## config.mk

```make
export PLATFORM = sky130hd
export DESIGN_NAME = wb_cmd_master
export DESIGN_NICKNAME = d
export VERILOG_FILES = /design/src/rtl/wb_cmd_master.sv
export SDC_FILE = /design/constraint.sdc
export NUM_CORES = 1
export LEC_CHECK = 0
export CAP_MARGIN = 5
export CORE_ASPECT_RATIO = 0.6
export CORE_UTILIZATION = 45
export CTS_BUF_LIST = sky130_fd_sc_hd__clkbuf_4
export CTS_CLUSTER_SIZE = 25
export DETAILED_ROUTE_END_ITERATION = 10
export HOLD_SLACK_MARGIN = 0.15
export PLACE_DENSITY = 0.68
export REMOVE_ABC_BUFFERS = 1
export SYNTH_ARGS = -nofsm -noshare
export SYNTH_HDL_FRONTEND = slang
export SYNTH_SLANG_ARGS = --single-unit
```

## constraint.sdc

```tcl
create_clock -name clk -period 8.05 [get_ports clk]
set_input_delay 1.61 -clock clk [delete_from_list [all_inputs] [get_ports clk]]
set_output_delay 1.61 -clock clk [all_outputs]
set_load 0.01 [all_outputs]
```

## src/rtl/wb_cmd_master.sv

```systemverilog
// Wishbone classic-cycle initiator: buffered commands in, one response out
// per command, with a per-transaction acknowledge timeout.
module wb_cmd_master #(
    parameter int FIFO_DEPTH     = 4,
    parameter int TIMEOUT_CYCLES = 255
) (
    input  logic        clk,
    input  logic        reset,
    input  logic        cmd_valid,
    output logic        cmd_ready,
    input  logic        cmd_we,
    input  logic [3:0]  cmd_sel,
    input  logic [31:0] cmd_adr,
    input  logic [31:0] cmd_dat,
    output logic        rsp_valid,
    input  logic        rsp_ready,
    output logic [31:0] rsp_dat,
    output logic        rsp_err,
    output logic        wbm_cyc_o,
    output logic        wbm_stb_o,
    output logic        wbm_we_o,
    output logic [3:0]  wbm_sel_o,
    output logic [31:0] wbm_adr_o,
    output logic [31:0] wbm_dat_o,
    input  logic [31:0] wbm_dat_i,
    input  logic        wbm_ack_i,
    output logic        busy
);
    localparam int AW = $clog2(FIFO_DEPTH);
    localparam logic [AW:0] FULL_CNT = (AW+1)'(FIFO_DEPTH);
    localparam logic [15:0] T_LAST = 16'(TIMEOUT_CYCLES - 1);

    typedef enum logic [1:0] {IDLE, BUS, RESP} state_t;

    state_t        state;
    state_t        state_next;
    logic [68:0]   mem [FIFO_DEPTH];
    logic [68:0]   head;
    logic [AW-1:0] wr_ptr;
    logic [AW-1:0] rd_ptr;
    logic [AW:0]   count;
    logic [15:0]   tcnt;
    logic          full;
    logic          empty;
    logic          push;
    logic          pop;
    logic          ack;
    logic          tmo;

    assign full      = (count == FULL_CNT);
    assign empty     = (count == '0);
    assign cmd_ready = !full && !reset;
    assign push      = cmd_valid && cmd_ready;
    assign head      = mem[rd_ptr];
    assign busy      = (state != IDLE) || !empty;

    // An ack outside a cycle (slave holding it late) must not count.
    assign ack = wbm_ack_i && wbm_cyc_o;
    assign tmo = (tcnt == T_LAST);

    always_ff @(posedge clk) begin
        if (reset) state <= IDLE;
        else       state <= state_next;
    end

    always_comb begin
        state_next = state;
        pop        = 1'b0;
        unique case (state)
            IDLE: begin
                if (!empty) begin
                    pop        = 1'b1;
                    state_next = BUS;
                end
            end
            BUS: begin
                if (ack || tmo) state_next = RESP;
            end
            RESP: begin
                if (rsp_ready) state_next = IDLE;
            end
            default: state_next = IDLE;
        endcase
    end

    always_ff @(posedge clk) begin
        if (push) mem[wr_ptr] <= {cmd_we, cmd_sel, cmd_adr, cmd_dat};
    end

    always_ff @(posedge clk) begin
        if (reset) begin
            wr_ptr <= '0;
            rd_ptr <= '0;
            count  <= '0;
        end else begin
            if (push) wr_ptr <= wr_ptr + 1'b1;
            if (pop)  rd_ptr <= rd_ptr + 1'b1;
            case ({push, pop})
                2'b10:   count <= count + 1'b1;
                2'b01:   count <= count - 1'b1;
                default: count <= count;
            endcase
        end
    end

    always_ff @(posedge clk) begin
        if (reset) begin
            wbm_cyc_o <= 1'b0;
            wbm_stb_o <= 1'b0;
            wbm_we_o  <= 1'b0;
            wbm_sel_o <= '0;
            wbm_adr_o <= '0;
            wbm_dat_o <= '0;
            tcnt      <= '0;
            rsp_valid <= 1'b0;
            rsp_dat   <= '0;
            rsp_err   <= 1'b0;
        end else begin
            unique case (state)
                IDLE: begin
                    if (pop) begin
                        wbm_cyc_o <= 1'b1;
                        wbm_stb_o <= 1'b1;
                        wbm_we_o  <= head[68];
                        wbm_sel_o <= head[67:64];
                        wbm_adr_o <= head[63:32];
                        wbm_dat_o <= head[68] ? head[31:0] : '0;
                        tcnt      <= '0;
                    end
                end
                BUS: begin
                    tcnt <= tcnt + 1'b1;
                    if (ack || tmo) begin
                        wbm_cyc_o <= 1'b0;
                        wbm_stb_o <= 1'b0;
                        rsp_valid <= 1'b1;
                        rsp_err   <= !ack;
                        rsp_dat   <= (ack && !wbm_we_o) ? wbm_dat_i : '0;
                    end
                end
                RESP: begin
                    if (rsp_ready) rsp_valid <= 1'b0;
                end
                default: ;
            endcase
        end
    end
endmodule
```

Yosys cells after proc, flatten, opt, wreduce, memory -nomap -nowiden
Memory sizes are Yosys's and may differ from the RTL's. A register that Yosys moved wholly into a read port is not among the register bits. Index checks and enable logic that the tools add are counted.

$add $sub $neg: 5. $mul: 0. Div/mod/pow operators: 0. $lt $le $gt $ge: 0. Eq/ne operators: 10. Shifts and indexed selects: 0. Mux-type cells: 21. Bitwise logic cells: 0. Reduce and logical (&&, ||, !) cells: 23.

Operator list (number): $mux 32 (2); $pmux 16 s2 (1); $add 16x1->16 const B (1); $eq 16x8->1 const B (1); $mux 16 (1); $mux 2 (5); $reduce_and 3->1 (3); $mux 1 (8); $ne 2x2->1 const B (4); $reduce_bool 2->1 (4); $pmux 2 s3 (1); $pmux 3 s2 (1); $reduce_and 2->1 (3); $logic_not 1->1 (5); $add 2x1->2 const B (2); $eq 2x1->1 const B (2); $eq 2x2->1 const B (2); $logic_and 1x1->1 (4); $pmux 1 s2 (2); $add 3x1->3 const B (1); $eq 3x3->1 const B (1); $logic_not 3->1 (1); $sub 3x1->3 const B (1); $logic_not 2->1 (1); $logic_or 1x1->1 (2).

Flip-flop bits (word level): 129. Bits in latches: 0. RAM bits: 276. Memory bits (read-only): 0. Word-level logic and storage cells: 73. Memories kept: 1.

Memory list: mem (words 4, width 69, rd ports 1, clocked after Yosys merged registers in 1, write ports 1, line 37) `logic [68:0] mem [FIFO_DEPTH];`.

Longest topological paths before layout
Gate-level depths: netlist (run 1).

Depth after elaboration: 6. Depth in mapped cells: 10. Depth with buffers taken out: 9.

Least setup slack after synthesis (run 1)
Ideal clock, no wire load.

Path kind: input -> register. Start point: input cmd_valid. End point: memory mem[0][0], enable pin. Setup time: 0.435 ns. Arrival time: 3.701 ns. Data required time: 7.615 ns. Path slack: 3.915 ns. Stages on the path: 3. Buffers on the path: 0. Cell sequence: inv_1 -> a211oi_2 -> and2_1.

Word-level cells in the longest chain between the ends: 3.

RTL lines: from (decl) (line 9) `input logic cmd_valid,`; $logic_and 1x1->1 (line 53) `assign push = cmd_valid && cmd_ready;`; $mux 1 (line 87) `if (push) mem[wr_ptr] <= {cmd_we, cmd_sel, cmd_adr, cmd_dat};`; $mux 1 (not written as such) (line 87); to (decl) (line 37).

No other way between the ends.

Worst setup path after layout (run 1)
Start point: input reset. End point: output cmd_ready.

Word-level cells in the longest chain between the ends: 2.

RTL lines: from (decl) (line 8) `input logic reset,`; $logic_not 1->1 (line 52) `assign cmd_ready = !full && !reset;`; $logic_and 1x1->1 (line 52); to (decl) (line 10) `output logic cmd_ready,`.

No other way between the ends.

==> impl_metrics.csv, run 1 <==
group,metric,value,unit
critical_path,critical_path_arrival,2.59,ns
sta,relSlewSlack,0.2720,
logic_synthesis,ys_warn_count,0,
critical_path,path_class,"input port to output port",
run,max_cap_viol_count,0,
critical_path,r2r_start,"count[2]",
layout,area_delta_synth_final,24.54,%
cts,clk_pin_slew,0.07,ns
power,pwr-share-clk,0.296,
cts,cts_buffers,93,
global_route,grt.overflow.total,0,
sta,max_freq,238.1,MHz
routing,routed_wl,32170,µm
logic_synthesis,synthArstFlopShare,0,
sta,rsz0062_at_grt,"false",
outcome,status,"finished clean",
layout,instances_no_fill,1643,
critical_path,cp.required,6.44,ns
global_route,track_usage,0.1944,
floorplan,fp-row-count,51,
power,leakagePower,6.235,nW
cts,insertion_delay,0.78,ns
logic_synthesis,synth_seq_cells,407,
power,powerDensity,296.6,mW/mm²
layout,fillCellCount,2551,
power,swShare,0.2931,
critical_path,crit_slowest_cell,"clkdlybuf4s50_1",
logic_synthesis,netlist.top_cell.by_area,"edfxtp_1",
floorplan,dieArea,0.03383,mm²
floorplan,die_x,236.8,µm
critical_path,cp_top_family,"buffers and inverters",
critical_path,path_cells,"buf_2, a21oi_1, clkdlybuf4s50_1",
power,power.switching,1.611,mW
logic_synthesis,synthFlopType,"edfxtp_1",
logic_synthesis,synthCells,879,
critical_path,rrSetupSlack,4.38,ns
floorplan,die_height,142.9,µm
cts,htree_levels,3,
place,numPortBuffers,212,
place,gp_congestion,0.7741,
power,p_int,3.886,mW
place,dp.cells,1470,
routing,drt-vias-per-instance,5.202,
sta,fin_crit_sh,0.5217,
floorplan,core_area,0.03248,mm²
floorplan,start_util,0.4583,
global_route,antenna_found_initial,2,
critical_path,end_kind,"output port",
cts,clk_path_buf_depth,3,
logic_synthesis,synth-edff-count,276,
layout,drive_above_1_share,0.2112,
global_route,grt_pass1_vias,8790,
routing,drtIter0Drc,665,
cts,post_cts_buffers,0,
floorplan,floorplan.io_pins,213,
logic_synthesis,synth_top_cell_area_share,0.5568,
min_path,worstHoldStart,"wbm_adr_o[21]",
layout,finalNetCount,1255,
critical_path,r2r_end,"wbm_dat_o[9]",
critical_path,cp_num_cells,3,
routing,ant_nets,0,
sta,finalClockSkew,0.04444,ns
critical_path,path_max_fanout,18,
cts,cts_root_buf,"clkbuf_4",
critical_path,ff2ff_path_depth,6,
cts,cts_tree,"done",
power,ir_worst_vdd,0.1829,mV
cts,cts_resized,0,
logic_synthesis,ys_seq_area_frac,0.7330,
place,dp_hpwl,18970,µm
cts,holdBufCountCts,0,
critical_path,path_buf_inv,2,
logic_synthesis,ys_types,56,
routing,firstDrtPassIters,5,
min_path,worstHoldPathType,"flop to flop",
power,comb_power_share,0.233,
sta,worstMarginPinSlew,1.092,ns
power,seq_power_share,0.471,
sta,fin_crit,4.200,ns
routing,vias,8547,
logic_synthesis,avgSynthCellArea,16.93,µm²
critical_path,critPathMaxStageDelay,0.56,ns
critical_path,crit_path_start,"reset",
critical_path,endpoint,"cmd_ready",
global_route,grt_max_degree,70,
routing,drcViolationCount,0,
logic_synthesis,synth.cell_area,0.01489,mm²
sta,fin_tns_setup,0,ns
routing,post_drt_wl_per_cell,19.58,µm
sta,finalHoldViolations,0,
critical_path,startpoint_type,"input port",
sta,slew_viol_final,0,
global_route,grt_pass1_wl,49510,µm
cts,cts.sinks,407,
logic_synthesis,synth_area_leaders,"edfxtp_1 (56%), dfxtp_1 (18%), mux4_2 (10%)",
sta,setup_viol_count_final,0,
==> worst reg2reg max path, cell delays in order, from the launching register on <==
cell and delay (ns):
dfxtp_1 0.43, or3_1 0.23, nand2_2 0.62, inv_2 0.65
buf_4 0.44, nand3_2 0.74, o2bb2ai_1 0.46
==> metrics by stage <==
| step | util | hold WS, ns | worst slack [ns] | total power [mW] | cell area, µm² |
|---|---|---|---|---|---|
| 5_1_grt | 0.5707 | 0.4768 | 3.820 | 5.793 | 18540 |
| 6_report | 0.5707 | 0.4579 | 3.850 | 5.498 | 18540 |
| 3_3_place_gp | 0.5335 | 0.4452 | 3.856 | 3.911 | 17330 |
| 2_1_floorplan | - | 0.4544 | 3.624 | 3.365 | 14590 |
| 4_1_cts | 0.5706 | 0.4596 | 3.849 | 5.570 | 18530 |
| 3_5_place_dp | 0.5335 | 0.4493 | 3.850 | 3.930 | 17330 |
==> logic make-up after synthesis <==
group	count (synthesis)	share of synthesized area
and+or+nand+nor	152	0.04875
AOI/OAI and AO/OA	138	0.07019
xor gates and xnor gates	6	0.003530
muxes	72	0.1067
adders and majority gates	8	0.007228
buffers and inverters	96	0.03068
DFF	407	0.7330
==> worst min path at each step <==
| stage | end | slack [ns] | cells past startpoint |
|---|---|---|---|
| 2_1_floorplan | tcnt[6] | 0.45 | 2 |
| 6_report | wbm_adr_o[21] | 0.46 | 2 |
| 3_3_place_gp | wbm_adr_o[26] | 0.45 | 2 |
| 3_5_place_dp | wbm_dat_o[28] | 0.45 | 1 |
| 4_1_cts | wbm_adr_o[1] | 0.46 | 2 |
| 5_1_grt | wbm_dat_o[28] | 0.48 | 1 |
==> state kept, by name, summed over array words and instances, names as in the netlist, named ones only <==
name / count
wbm_dat_o: 32
wbm_we_o: 1
wbm_stb_o: 1
rsp_dat: 32
rd_ptr: 2
rsp_err: 1
count: 3
tcnt: 16
state: 2
wr_ptr: 2
wbm_adr_o: 32
mem: 276
wbm_sel_o: 4
rsp_valid: 1
==> layout by cell type, fill, tap and decap left out, types with 4 or more instances in the layout <==
cell type,Yosys,layout
and2_4,0,4
a32o_1,32,32
o2bb2ai_1,32,32
buf_4,9,9
or3_1,4,4
a21oi_1,49,49
inv_2,2,5
clkdlybuf4s50_1,0,211
o21ai_0,4,4
a31oi_1,4,4
nor3_1,5,5
nand3_1,7,6
xor2_1,4,4
ha_1,7,7
nand2_1,83,82
edfxtp_1,276,276
clkbuf_4,0,149
and3_1,4,4
mux4_2,69,69
nand4_1,6,6
inv_1,40,40
dfxtp_1,131,129
nor2_1,20,20
clkinv_1,0,17
==> layer usage <==
layer / up-vias / share of wire / track usage
met5: - / 0 / 0
met4: 0 / 0.016 / 0.08134
met3: 39 / 0.053 / 0.04562
met2: 249 / 0.45 / 0.2760
met1: 4260 / 0.49 / 0.2872
li1: 3999 / - / -
==> power by group through the flow <==
stage | Combinational [mW] | Clock, mW | Sequential [mW]
floorplan | 0.669 | 0 | 2.70
global placement | 1.28 | 0 | 2.63
detailed placement | 1.29 | 0 | 2.64
CTS | 1.30 | 1.68 | 2.59
global route | 1.39 | 1.78 | 2.62
finish | 1.28 | 1.63 | 2.59
==> final cells by class <==
cell class	count	area, µm²	share of cell area
diodes	2	5.005	0.0002700
repair buffers	221	2185	0.1178
well taps	424	530.5	0.02862
inverters	42	157.7	0.008504
flip-flops and latches	407	10920	0.5890
clock inverters	22	87.58	0.004725
clock buffers	149	1119	0.06034
multi-input cells	376	3536	0.1907
==> Yosys cell counts (2+ instances only) <==
cell	number
a32o_1	32
dfxtp_1	131
nand2_1	83
mux2_2	3
buf_2	19
and3_1	4
inv_2	2
o31ai_1	2
ha_1	7
nand3_1	7
inv_1	40
o2bb2ai_1	32
clkbuf_1	19
a211oi_1	2
buf_4	9
xnor2_1	2
buf_6	5
o21ai_0	4
a21oi_1	49
xor2_1	4
edfxtp_1	276
mux4_2	69
nand4_1	6
nor3_1	5
and2_1	7
or3_1	4
nand3b_1	3
nor2_1	20
a31oi_1	4
a311oi_1	2
o211ai_1	2
Power figures use the tool's default switching activity.
==> run 2: changes to the inputs <==
--- a/config.mk
+++ b/config.mk
@@ -12,7 +12,7 @@
 export CTS_CLUSTER_SIZE = 25
 export DETAILED_ROUTE_END_ITERATION = 10
 export HOLD_SLACK_MARGIN = 0.15
-export PLACE_DENSITY = 0.68
+export PLACE_DENSITY = 0.71
 export REMOVE_ABC_BUFFERS = 1
 export SYNTH_ARGS = -nofsm -noshare
 export SYNTH_HDL_FRONTEND = slang
==> constraint.sdc (replaced) <==
create_clock -name clk -period 3.35 [get_ports clk]
set_input_delay 0.67 -clock clk [delete_from_list [all_inputs] [get_ports clk]]
set_output_delay 0.67 -clock clk [all_outputs]
set_load 0.01 [all_outputs]
==> impl_metrics.csv, run 2 (synthesis results as in run 1) <==
group,metric,value,unit
place,numPortBuffers,212,
layout,max_flop_register,"mem",
global_route,top_usage_layer,"met1",
cts,holdBufCountCts,0,
sta,worstMarginPinSlew,0.9188,ns
routing,drcViolationCount,0,
floorplan,fp-row-count,51,
layout,final_cell_mix,"edfxtp_1 (276), clkdlybuf4s50_1 (211), clkbuf_4 (148)",
global_route,grtUsageMet3,0.05683,
sta,rsz0062_at_grt,"false",
cts,clk_pin_slew,0.07,ns
critical_path,end_kind,"output port",
layout,final_common_cell,"edfxtp_1",
cts,cts_resized,0,
run,max_cap_viol_count,0,
sta,max_freq,379.4,MHz
global_route,grt_max_degree,70,
cts,cts.sinks,407,
place,dp_hpwl,20410,µm
layout,final_area,0.01873,mm²
sta,setup_viol_count_final,0,
layout,fillCellCount,2517,
cts,cts_root_buf,"clkbuf_4",
global_route,grt_pass1_vias,8669,
critical_path,startpoint_type,"flop",
global_route,antenna_found_initial,3,
layout,finalNetCount,1264,
routing,drt-vias-per-instance,5.277,
floorplan,die_height,142.9,µm
layout,drive_above_1_share,0.2138,
cts,post_cts_buffers,0,
routing,routed_wl,32780,µm
global_route,track_usage,0.1963,
sta,relSlewSlack,0.3851,
routing,firstDrtPassIters,5,
routing,vias,8744,
global_route,use_met1,0.2879,
sta,fin_crit_sh,0.7868,
min_path,hold-path-cell-count,2,
critical_path,cp.required,2.68,ns
critical_path,ff2ff_path_depth,9,
power,leakagePower,6.315,nW
floorplan,die_x,236.8,µm
floorplan,core_area,0.03248,mm²
critical_path,r2r_start,"count[2]",
min_path,worstHoldStart,"reset",
sta,fin_tns_setup,0,ns
floorplan,floorplan.io_pins,213,
routing,ant_nets,0,
cts,clk_path_buf_depth,3,
layout,largest_register_ffs,276,
global_route,grt.overflow.total,0,
sta,finalClockSkew,0.04638,ns
cts,cts_buffers,94,
cts,cts_tree,"done",
layout,fin_util,0.5766,
cts,htree_levels,3,
sta,fin_crit,2.636,ns
critical_path,r2r_end,"count[2]",
place,gp_congestion,0.7859,
outcome,status,"finished clean",
sta,slew_viol_final,0,
routing,post_drt_wl_per_cell,19.78,µm
routing,drtIter0Drc,738,
place,place_area,0.01745,mm²
critical_path,path_max_fanout,8,
sta,finalHoldViolations,0,
critical_path,rrSetupSlack,0.84,ns
critical_path,path_class,"flop to output port",
power,ir_worst_vdd,0.3312,mV
floorplan,dieArea,0.03383,mm²
min_path,min_to,"count[1]",
power,powerDensity,716.2,mW/mm²
critical_path,critical_path_arrival,1.97,ns
layout,area_delta_synth_final,25.81,%
min_path,worstHoldPathType,"input port to flop",
floorplan,start_util,0.4583,
global_route,use_met2,0.2776,
global_route,grt_pass1_wl,49800,µm
cts,insertion_delay,0.78,ns
## run 2: metal layers
metal  wire length (µm)  vias up
met4                552        0
met2              14360      332
met5                  0        -
met1              15260     4344
met3               2596       50
li1                   -     4018
## run 2: area by class of cell
class	count	area [µm²]	share of cell area
inverter	42	157.7	0.008418
clock inverter	28	160.2	0.008552
sequential	407	10920	0.5830
clock buffer	148	1111	0.05933
tap	424	530.5	0.02833
timing repair buffer	229	2307	0.1232
antenna	3	7.507	0.0004009
multi-input combinational	376	3536	0.1888
## run 2: critical path, cell delays in order, from the launching register on
cell and delay, ns:
dfxtp_1 0.44, nor2_1 0.12, nand2_1 0.09, clkdlybuf4s50_1 0.54
## run 2: power by group
part / switching (mW) / internal (mW) / total (mW)
registers: 0.351 / 5.85 / 6.20
clock network: 1.88 / 2.16 / 4.05
logic: 1.65 / 1.52 / 3.17
## run 2: through the flow
step                      hold slack [ns]  total power [mW]  instances  setup slack [ns]
final                              0.3580             13.41       1657            0.7141
after global routing               0.2896             14.17       1656            0.5225
after CTS                          0.2523             13.62       1654            0.5946
after detailed placement           0.4478             9.523       1478            0.5002
after global placement             0.4451             9.486       1478            0.5368
after floorplan                    0.4544             8.087        825            -1.076
## run 2: worst max-delay path by stage
stage                   start           end  slack (ns)
floorplan                flop  wbm_dat_o[0]       -1.08
global placement    cmd_valid      count[2]        0.54
detailed placement  cmd_valid      count[2]        0.50
CTS                  count[0]     cmd_ready        0.59
global route         count[0]     cmd_ready        0.52
finish               state[1]          busy        0.71
